--- src/rtl/wb_arb_pkg.sv ---
// Shared types for the two-controller Wishbone arbiter.
package wb_arb_pkg;

    typedef enum logic {ARB_IDLE, ARB_BUSY} arb_state_t;

endpackage

--- src/rtl/wishbone.sv ---
// Wishbone classic bundle; Controller drives the request, Peripheral answers it.
interface Wishbone;

    logic        cyc;
    logic        stb;
    logic        we;
    logic [31:0] adr;
    logic [31:0] dat_w;
    logic [3:0]  sel;
    logic [31:0] dat_r;
    logic        ack;
    logic        err;

    modport Controller (
        output cyc, stb, we, adr, dat_w, sel,
        input  dat_r, ack, err
    );

    modport Peripheral (
        input  cyc, stb, we, adr, dat_w, sel,
        output dat_r, ack, err
    );

endinterface

--- src/rtl/wb_arbiter2.sv ---
// Round-robin arbiter merging two Wishbone controllers onto one bus, holding
// the grant for a whole transaction, with a no-ack watchdog that answers err.
module wb_arbiter2
    import wb_arb_pkg::*;
#(
    parameter int unsigned TIMEOUT_CYCLES = 255
) (
    input  logic        i_clk,
    input  logic        i_rst_n,
    Wishbone.Peripheral c0_wb,
    Wishbone.Peripheral c1_wb,
    Wishbone.Controller p_wb,
    output logic [1:0]  o_grant,
    output logic        o_timeout
);

    localparam int unsigned CNT_W = (TIMEOUT_CYCLES > 0) ? $clog2(TIMEOUT_CYCLES + 1) : 1;
    localparam logic [CNT_W-1:0] CNT_LIMIT = CNT_W'(TIMEOUT_CYCLES);
    localparam logic WD_ON = (TIMEOUT_CYCLES != 0);

    arb_state_t       state;
    logic             owner;
    logic             last;
    logic [CNT_W-1:0] cnt;

    logic        req0, req1, pick, busy, p_done, wd_fire;
    logic        own_cyc, own_stb, own_we;
    logic [31:0] own_adr, own_dat_w;
    logic [3:0]  own_sel;

    assign req0 = c0_wb.cyc & c0_wb.stb;
    assign req1 = c1_wb.cyc & c1_wb.stb;
    // Port 1 wins when alone, or on a tie when port 0 had the last grant.
    assign pick = req1 & (~req0 | ~last);
    assign busy = (state == ARB_BUSY);

    always_comb begin
        own_cyc   = owner ? c1_wb.cyc   : c0_wb.cyc;
        own_stb   = owner ? c1_wb.stb   : c0_wb.stb;
        own_we    = owner ? c1_wb.we    : c0_wb.we;
        own_adr   = owner ? c1_wb.adr   : c0_wb.adr;
        own_dat_w = owner ? c1_wb.dat_w : c0_wb.dat_w;
        own_sel   = owner ? c1_wb.sel   : c0_wb.sel;
    end

    assign p_done  = p_wb.ack | p_wb.err;
    // A real peripheral answer in the limit cycle takes precedence over the watchdog.
    assign wd_fire = busy & WD_ON & (cnt == CNT_LIMIT) & ~p_done;

    assign p_wb.cyc   = busy & own_cyc & ~wd_fire;
    assign p_wb.stb   = busy & own_stb & ~wd_fire;
    assign p_wb.we    = own_we;
    assign p_wb.adr   = own_adr;
    assign p_wb.dat_w = own_dat_w;
    assign p_wb.sel   = own_sel;

    assign c0_wb.ack   = busy & ~owner & p_wb.ack;
    assign c1_wb.ack   = busy &  owner & p_wb.ack;
    assign c0_wb.err   = busy & ~owner & (p_wb.err | wd_fire);
    assign c1_wb.err   = busy &  owner & (p_wb.err | wd_fire);
    assign c0_wb.dat_r = p_wb.dat_r;
    assign c1_wb.dat_r = p_wb.dat_r;

    assign o_grant   = busy ? (owner ? 2'b10 : 2'b01) : 2'b00;
    assign o_timeout = wd_fire;

    always_ff @(posedge i_clk or negedge i_rst_n) begin
        if (!i_rst_n) begin
            state <= ARB_IDLE;
            owner <= 1'b0;
            last  <= 1'b1;
            cnt   <= '0;
        end else begin
            case (state)
                ARB_IDLE: begin
                    if (req0 | req1) begin
                        state <= ARB_BUSY;
                        owner <= pick;
                        last  <= pick;
                        cnt   <= '0;
                    end
                end
                ARB_BUSY: begin
                    if (p_done | ~own_cyc | wd_fire) begin
                        state <= ARB_IDLE;
                    end else if (cnt != '1) begin
                        cnt <= cnt + CNT_W'(1);
                    end
                end
                default: state <= ARB_IDLE;
            endcase
        end
    end

endmodule

--- src/flat_wrapper.sv ---
// flat-port wrapper written by rule: the top's interface ports become plain ports
module wb_arbiter2_flat import wb_arb_pkg::*;
#(
    parameter int unsigned TIMEOUT_CYCLES = 255
)
  (i_clk, i_rst_n, o_grant, o_timeout, c0_wb_cyc, c0_wb_stb, c0_wb_we, c0_wb_adr, c0_wb_dat_w, c0_wb_sel, c0_wb_dat_r, c0_wb_ack, c0_wb_err, c1_wb_cyc, c1_wb_stb, c1_wb_we, c1_wb_adr, c1_wb_dat_w, c1_wb_sel, c1_wb_dat_r, c1_wb_ack, c1_wb_err, p_wb_cyc, p_wb_stb, p_wb_we, p_wb_adr, p_wb_dat_w, p_wb_sel, p_wb_dat_r, p_wb_ack, p_wb_err);
  Wishbone c0_wb_i ();
  Wishbone c1_wb_i ();
  Wishbone p_wb_i ();
  input  logic i_clk;
  input  logic i_rst_n;
  output logic [1:0] o_grant;
  output logic o_timeout;
  input wire logic [$bits(c0_wb_i.cyc)-1:0] c0_wb_cyc;
  input wire logic [$bits(c0_wb_i.stb)-1:0] c0_wb_stb;
  input wire logic [$bits(c0_wb_i.we)-1:0] c0_wb_we;
  input wire logic [$bits(c0_wb_i.adr)-1:0] c0_wb_adr;
  input wire logic [$bits(c0_wb_i.dat_w)-1:0] c0_wb_dat_w;
  input wire logic [$bits(c0_wb_i.sel)-1:0] c0_wb_sel;
  output wire logic [$bits(c0_wb_i.dat_r)-1:0] c0_wb_dat_r;
  output wire logic [$bits(c0_wb_i.ack)-1:0] c0_wb_ack;
  output wire logic [$bits(c0_wb_i.err)-1:0] c0_wb_err;
  input wire logic [$bits(c1_wb_i.cyc)-1:0] c1_wb_cyc;
  input wire logic [$bits(c1_wb_i.stb)-1:0] c1_wb_stb;
  input wire logic [$bits(c1_wb_i.we)-1:0] c1_wb_we;
  input wire logic [$bits(c1_wb_i.adr)-1:0] c1_wb_adr;
  input wire logic [$bits(c1_wb_i.dat_w)-1:0] c1_wb_dat_w;
  input wire logic [$bits(c1_wb_i.sel)-1:0] c1_wb_sel;
  output wire logic [$bits(c1_wb_i.dat_r)-1:0] c1_wb_dat_r;
  output wire logic [$bits(c1_wb_i.ack)-1:0] c1_wb_ack;
  output wire logic [$bits(c1_wb_i.err)-1:0] c1_wb_err;
  output wire logic [$bits(p_wb_i.cyc)-1:0] p_wb_cyc;
  output wire logic [$bits(p_wb_i.stb)-1:0] p_wb_stb;
  output wire logic [$bits(p_wb_i.we)-1:0] p_wb_we;
  output wire logic [$bits(p_wb_i.adr)-1:0] p_wb_adr;
  output wire logic [$bits(p_wb_i.dat_w)-1:0] p_wb_dat_w;
  output wire logic [$bits(p_wb_i.sel)-1:0] p_wb_sel;
  input wire logic [$bits(p_wb_i.dat_r)-1:0] p_wb_dat_r;
  input wire logic [$bits(p_wb_i.ack)-1:0] p_wb_ack;
  input wire logic [$bits(p_wb_i.err)-1:0] p_wb_err;
  assign c0_wb_i.cyc = c0_wb_cyc;
  assign c0_wb_i.stb = c0_wb_stb;
  assign c0_wb_i.we = c0_wb_we;
  assign c0_wb_i.adr = c0_wb_adr;
  assign c0_wb_i.dat_w = c0_wb_dat_w;
  assign c0_wb_i.sel = c0_wb_sel;
  assign c0_wb_dat_r = c0_wb_i.dat_r;
  assign c0_wb_ack = c0_wb_i.ack;
  assign c0_wb_err = c0_wb_i.err;
  assign c1_wb_i.cyc = c1_wb_cyc;
  assign c1_wb_i.stb = c1_wb_stb;
  assign c1_wb_i.we = c1_wb_we;
  assign c1_wb_i.adr = c1_wb_adr;
  assign c1_wb_i.dat_w = c1_wb_dat_w;
  assign c1_wb_i.sel = c1_wb_sel;
  assign c1_wb_dat_r = c1_wb_i.dat_r;
  assign c1_wb_ack = c1_wb_i.ack;
  assign c1_wb_err = c1_wb_i.err;
  assign p_wb_cyc = p_wb_i.cyc;
  assign p_wb_stb = p_wb_i.stb;
  assign p_wb_we = p_wb_i.we;
  assign p_wb_adr = p_wb_i.adr;
  assign p_wb_dat_w = p_wb_i.dat_w;
  assign p_wb_sel = p_wb_i.sel;
  assign p_wb_i.dat_r = p_wb_dat_r;
  assign p_wb_i.ack = p_wb_ack;
  assign p_wb_i.err = p_wb_err;
  wb_arbiter2 #(.TIMEOUT_CYCLES(TIMEOUT_CYCLES)) u_core (.i_clk(i_clk), .i_rst_n(i_rst_n), .c0_wb(c0_wb_i), .c1_wb(c1_wb_i), .p_wb(p_wb_i), .o_grant(o_grant), .o_timeout(o_timeout));
endmodule
--- config.mk ---
export PLATFORM = sky130hd
export DESIGN_NAME = wb_arbiter2_flat
export DESIGN_NICKNAME = d
export VERILOG_FILES = /design/src/rtl/wb_arb_pkg.sv /design/src/rtl/wishbone.sv /design/src/rtl/wb_arbiter2.sv /design/src/flat_wrapper.sv
export SDC_FILE = /design/constraint.sdc
export NUM_CORES = 1
export LEC_CHECK = 0
export ABC_AREA = 1
export BUFFER_PORTS_ARGS = -buffer_cell sky130_fd_sc_hd__clkbuf_2
export CAP_MARGIN = 5
export CORE_AREA = 10 10 116 118
export CTS_CLUSTER_SIZE = 28
export DETAILED_ROUTE_END_ITERATION = 8
export DIE_AREA = 0 0 126 128
export PLACE_DENSITY_LB_ADDON = 0.15
export SYNTH_ARGS = -nofsm -noshare
export SYNTH_HDL_FRONTEND = slang
export SYNTH_SLANG_ARGS = --single-unit
export TNS_END_PERCENT = 1
--- constraint.sdc ---
create_clock -name i_clk -period 1.24 [get_ports i_clk]
set_input_delay 0.248 -clock i_clk [delete_from_list [all_inputs] [get_ports i_clk]]
set_output_delay 0.248 -clock i_clk [all_outputs]
set_load 0.02 [all_outputs]
Word level (Yosys, flattened, before mapping):

Cells that the tools add are included.

* bits in registers: 11
* latch bits: 0
* RAM bits: 0
* memory bits (read-only): 0
* input bits: 178
* memories: 0

* $add $sub $neg: 1
* multiply operators: 0
* div/mod/pow operators: 0
* $lt $le $gt $ge: 0
* equal/unequal tests: 5
* shifts and indexed selects: 0
* multiplexer cells: 15
* bitwise operators: 28
* reduce and logical (&&, ||, !) cells: 2

Operators with widths (number)
* $mux W32: 2
* $mux W8: 3
* $pmux W8 S2: 1
* $and A1 B1 Y1: 15
* $add A8 B1 Y8 const B: 1
* $eq A8 B8 Y1 const B: 1
* $ne A8 B8 Y1 const B: 1
* $not A1 Y1: 7
* $or A1 B1 Y1: 6
* $mux W1: 5
* $mux W2: 2
* $mux W4: 1
* $ne A2 B2 Y1 const B: 2
* $reduce_and A3 Y1: 1
* $ne A2 B1 Y1 const B: 1
* $pmux W1 S2: 1
* $reduce_and A2 Y1: 1

Logic depth before layout (Yosys ltp):

* depth in word-level cells: 6
* mapped depth: 9
* depth with buffers taken out: 8

Least setup slack after synthesis:

Ideal clock, no wire load.

* path kind: reg-to-output
* start: register u_core.cnt[0]
* end: output port p_wb_cyc
* data arrival time: 1.596 ns
* required time: 0.992 ns
* path slack: -0.604 ns
* stages on the path, launching flop included: 7
* buffers on the path: 0
* cells stage by stage: dfrtp_1 > ha_1 > nand3_1 > clkinv_1 > nand4_1 > inv_1 > nor3_1

* cells in the longest elaborated chain, start to end: 5

RTL lines
* from (decl): line wb_arbiter2.sv:24 `logic [CNT_W-1:0] cnt;`
* from (signal assigned): line wb_arbiter2.sv:87 `cnt <= cnt + CNT_W'(1);`
* $eq A8 B8 Y1: line wb_arbiter2.sv:48 `assign wd_fire = busy & WD_ON & (cnt == CNT_LIMIT) & ~p_done;`
* $and A1 B1 Y1 (2 in a row): line wb_arbiter2.sv:48
* via o_timeout: line flat_wrapper.sv:13 `output logic o_timeout;`
* $not A1 Y1: line wb_arbiter2.sv:50 `assign p_wb.cyc = busy & own_cyc & ~wd_fire;`
* $and A1 B1 Y1: line wb_arbiter2.sv:50
* to (decl): line flat_wrapper.sv:32 `output wire logic [$bits(p_wb_i.cyc)-1:0] p_wb_cyc;`

The timed path passes the listed nets, and every way through them passes these cells.

Worst setup path after layout:

* start: register u_core.cnt[1]
* end: output port p_wb_cyc

* cells in the longest elaborated chain, start to end: 5

RTL lines (line)
* $eq A8 B8 Y1: wb_arbiter2.sv:48
* $and A1 B1 Y1 (2 in a row): wb_arbiter2.sv:48
* $not A1 Y1: wb_arbiter2.sv:50
* $and A1 B1 Y1: wb_arbiter2.sv:50

Every way passes these cells.

==> run_results.csv <==
group,metric,value,unit
outcome,outcome,"complete, but fails checks",
outcome,violations,"setup timing",
worst_hold_path,hp-start,"c0_wb_cyc",
worst_setup_path,cp.arrival,1.52,ns
floorplan,die_h,128,um
sta,setup_viol_count_final,87,
synth,syn-cell-area,2080,sq um
synth,syn_avg_cell_area,5.28,sq um
final_layout,nNetsFinal,755,
cts,cts-htree-levels,1,
worst_setup_path,r2r_start,"u_core.cnt[1]",
drt,dr_total_vias,2928,
job,max_cap_viol_count,0,
floorplan,core-area,11200,sq um
final_layout,final_common_cell,"nand2_1",
pwr,switching_share,45.2,%
place,portBuffers,223,
synth,synthDistinctLibCells,23,
drt,drc,0,
worst_setup_path,cp.required,0.99,ns
drt,vias_per_cell,4.08,
grt,grt_max_degree,45,
final_layout,seqCellArea,278,sq um
floorplan,die_w,126,um
worst_hold_path,min-delay-path-class,"input port to register",
sta,max_freq,0.565,GHz
floorplan,die-area,16100,sq um
final_layout,antenna_cells,0,
final_layout,syn_to_final_growth,89.3,%
floorplan,rows,39,
cts,clk_pin_slew,0.04,ns
place,post-dp-hpwl,10200,um
place,place_congestion,0.839,
final_layout,drive_gt1_share,51.3,%
sta,slew_headroom,78.6,%
final_layout,fill_cells,1234,
sta,whs,0.381,ns
grt,track_usage,13.4,%
worst_setup_path,cp-start-kind,"register",
sta,slew_viol_final,0,
pwr,switching_power,0.00206,W
synth,yosys_warnings,0,
grt,grt_overflow,0,
grt,grt_pass1_wl,17800,um
pwr,power_density,1160,nW/um^2
worst_setup_path,crit_path_end_kind,"output port",
cts,cts_buffers,3,
final_layout,multi_input_area,1300,sq um
drt,wl_per_cell,16.5,um
synth,synth-seq-cells,11,
synth,synth_top_area_share,42.4,%
cts,postCtsSetupRepairBufs,0,
cts,cts.sinks,11,
worst_hold_path,hold_depth,4,
drt,dr.pass1.iters,4,
pwr,seqPwrFrac,9.2,%
pwr,clock_power_share,12.9,%
drt,drt_wl_total,11900,um
worst_setup_path,crit_type,"register to output port",
final_layout,postLayoutCoreUtil,35.1,%
sta,finalClockSkew,0.00303,ns
cts,cts_tree,"built",
pwr,cell_internal_pwr,0.00250,W
pwr,p_total,0.00455,W
cts,root_buffer,"clkbuf_16",
grt,antenna_found_initial,0,
cts,clock_latency,0.24,ns
worst_setup_path,critPathLaunch,"u_core.cnt[1]",
synth,syn_inst,394,
synth,synthesis.nets,573,
grt,first_global_vias,3172,
sta,tightestPinTransition,0.320,ns
sta,rsz0062_at_grt,"yes",
synth,synth_area_leaders,"nand2_1 (42%), buf_4 (24%), dfrtp_1 (12%), nand3_1 (3.1%), nor2_1 (3.1%)",
sta,period_minus_slack,1.77,ns
cts,clockBufferDepth,2,
place,pre_cts_ws,-0.294,ns
sta,fin_setup_tns,-23.73,ns
sta,finalCritPeriodShare,143,%
worst_setup_path,worstPathMaxFanout,3,
pwr,peakVddDrop,497,uV
worst_setup_path,r2r_cells,9,
drt,drt_iter0_drc,185,
floorplan,pin_count,320,
drt,ant_nets,0,
pwr,p_leak,2.37,nW
floorplan,start_util,18.6,%
synth,yosys.area.top_type,"nand2_1",
synth,seq_area_frac_synth,13.3,%
sta,fin_ws,-0.531,ns
final_layout,final_cell_mix,"nand2_1 (220), clkbuf_2 (147), clkbuf_8 (63)",
sta,hold_violations,0,
pwr,combPwrFrac,77.9,%
==> kinds of logic after synthesis <==
kind of cell,count (synthesis),share of synthesized area [%]
and+or+nand+nor,276,53.5
xor gates and xnor gates,3,1.26
DFF,11,13.3
AOI/OAI and AO/OA,9,2.28
buffers and inverters,94,29.1
adders and majority gates,1,0.601
==> flip-flops by register name, indices dropped and copies added (netlist names) <==
signal,flops
u_core.last,1
u_core.cnt,8
u_core.owner,1
u_core.busy,1
==> final timing paths <==
check / slack [ns] / to
worst min-delay path: 0.38 / u_core.owner
max in group asynchronous: 0.51 / u_core.last
min in group asynchronous: 0.44 / u_core.cnt[1]
worst max-delay path: -0.53 / p_wb_cyc
worst min register to register: 0.50 / u_core.last
worst max register to register: -0.12 / u_core.cnt[7]
==> synth_stat cells <==
library cell / n
nand2_1: 235
buf_4: 66
nor2_1: 17
nand3_1: 13
clkbuf_1: 12
inv_1: 12
dfrtp_1: 10
a21oi_1: 5
nand2_2: 3
nand4_1: 3
o21ai_0: 3
buf_2: 2
nand2_4: 2
xor2_1: 2
a22oi_1: 1
clkinv_1: 1
dfstp_2: 1
ha_1: 1
inv_4: 1
nand3_4: 1
nor2_8: 1
nor3_1: 1
xnor2_1: 1
==> power groups by stage <==
stage	logic (W)	clock network [W]	registers (W)
floorplan	0.00179	0	0.000410
global placement	0.00274	0	0.000424
detailed placement	0.00274	0	0.000425
CTS	0.00354	0.000603	0.000421
global route	0.00382	0.000623	0.000425
finish	0.00355	0.000587	0.000420
==> layout make-up <==
| class | instances | area share (%) |
|---|---|---|
| repair buffers | 257 | 52.1 |
| inverters | 14 | 1.43 |
| well taps | 143 | 4.54 |
| flip-flops and latches | 11 | 7.05 |
| multi-input cells | 289 | 32.9 |
| clock buffers | 4 | 2.00 |
==> routing by layer <==
metal  share of wire, %  vias up  GRT usage [%]
met5                  0        -              0
met2                 50      165           23.9
met3                 11       21           5.42
li1                   -     1492              -
met1                 38     1250           15.1
met4               0.62        0           1.61
==> critical path: stages (launching register included) <==
cell and delay, ns:
dfrtp_1 0.40, ha_4 0.18, nand3_2 0.08, clkinv_2 0.05
nand4_1 0.15, inv_2 0.09, nor3_4 0.17, clkbuf_8 0.17
==> timing repair <==
| item | in CTS | in global routing |
|---|---|---|
| resized for setup | 156 | 18 |
| hold endpoints to repair | 10 | 0 |
| hold buffers | 1 | 0 |
| pin swaps | 4 | 3 |
| endpoints found under the setup margin | 87 | 88 |
==> through the flow <==
step	instances	instance area, sq um
2_1_floorplan	394	2120
3_3_place_gp	713	3170
3_5_place_dp	713	3170
4_1_cts	718	3910
5_1_grt	718	3940
6_report	718	3940
(Power assumes the default switching activity.)
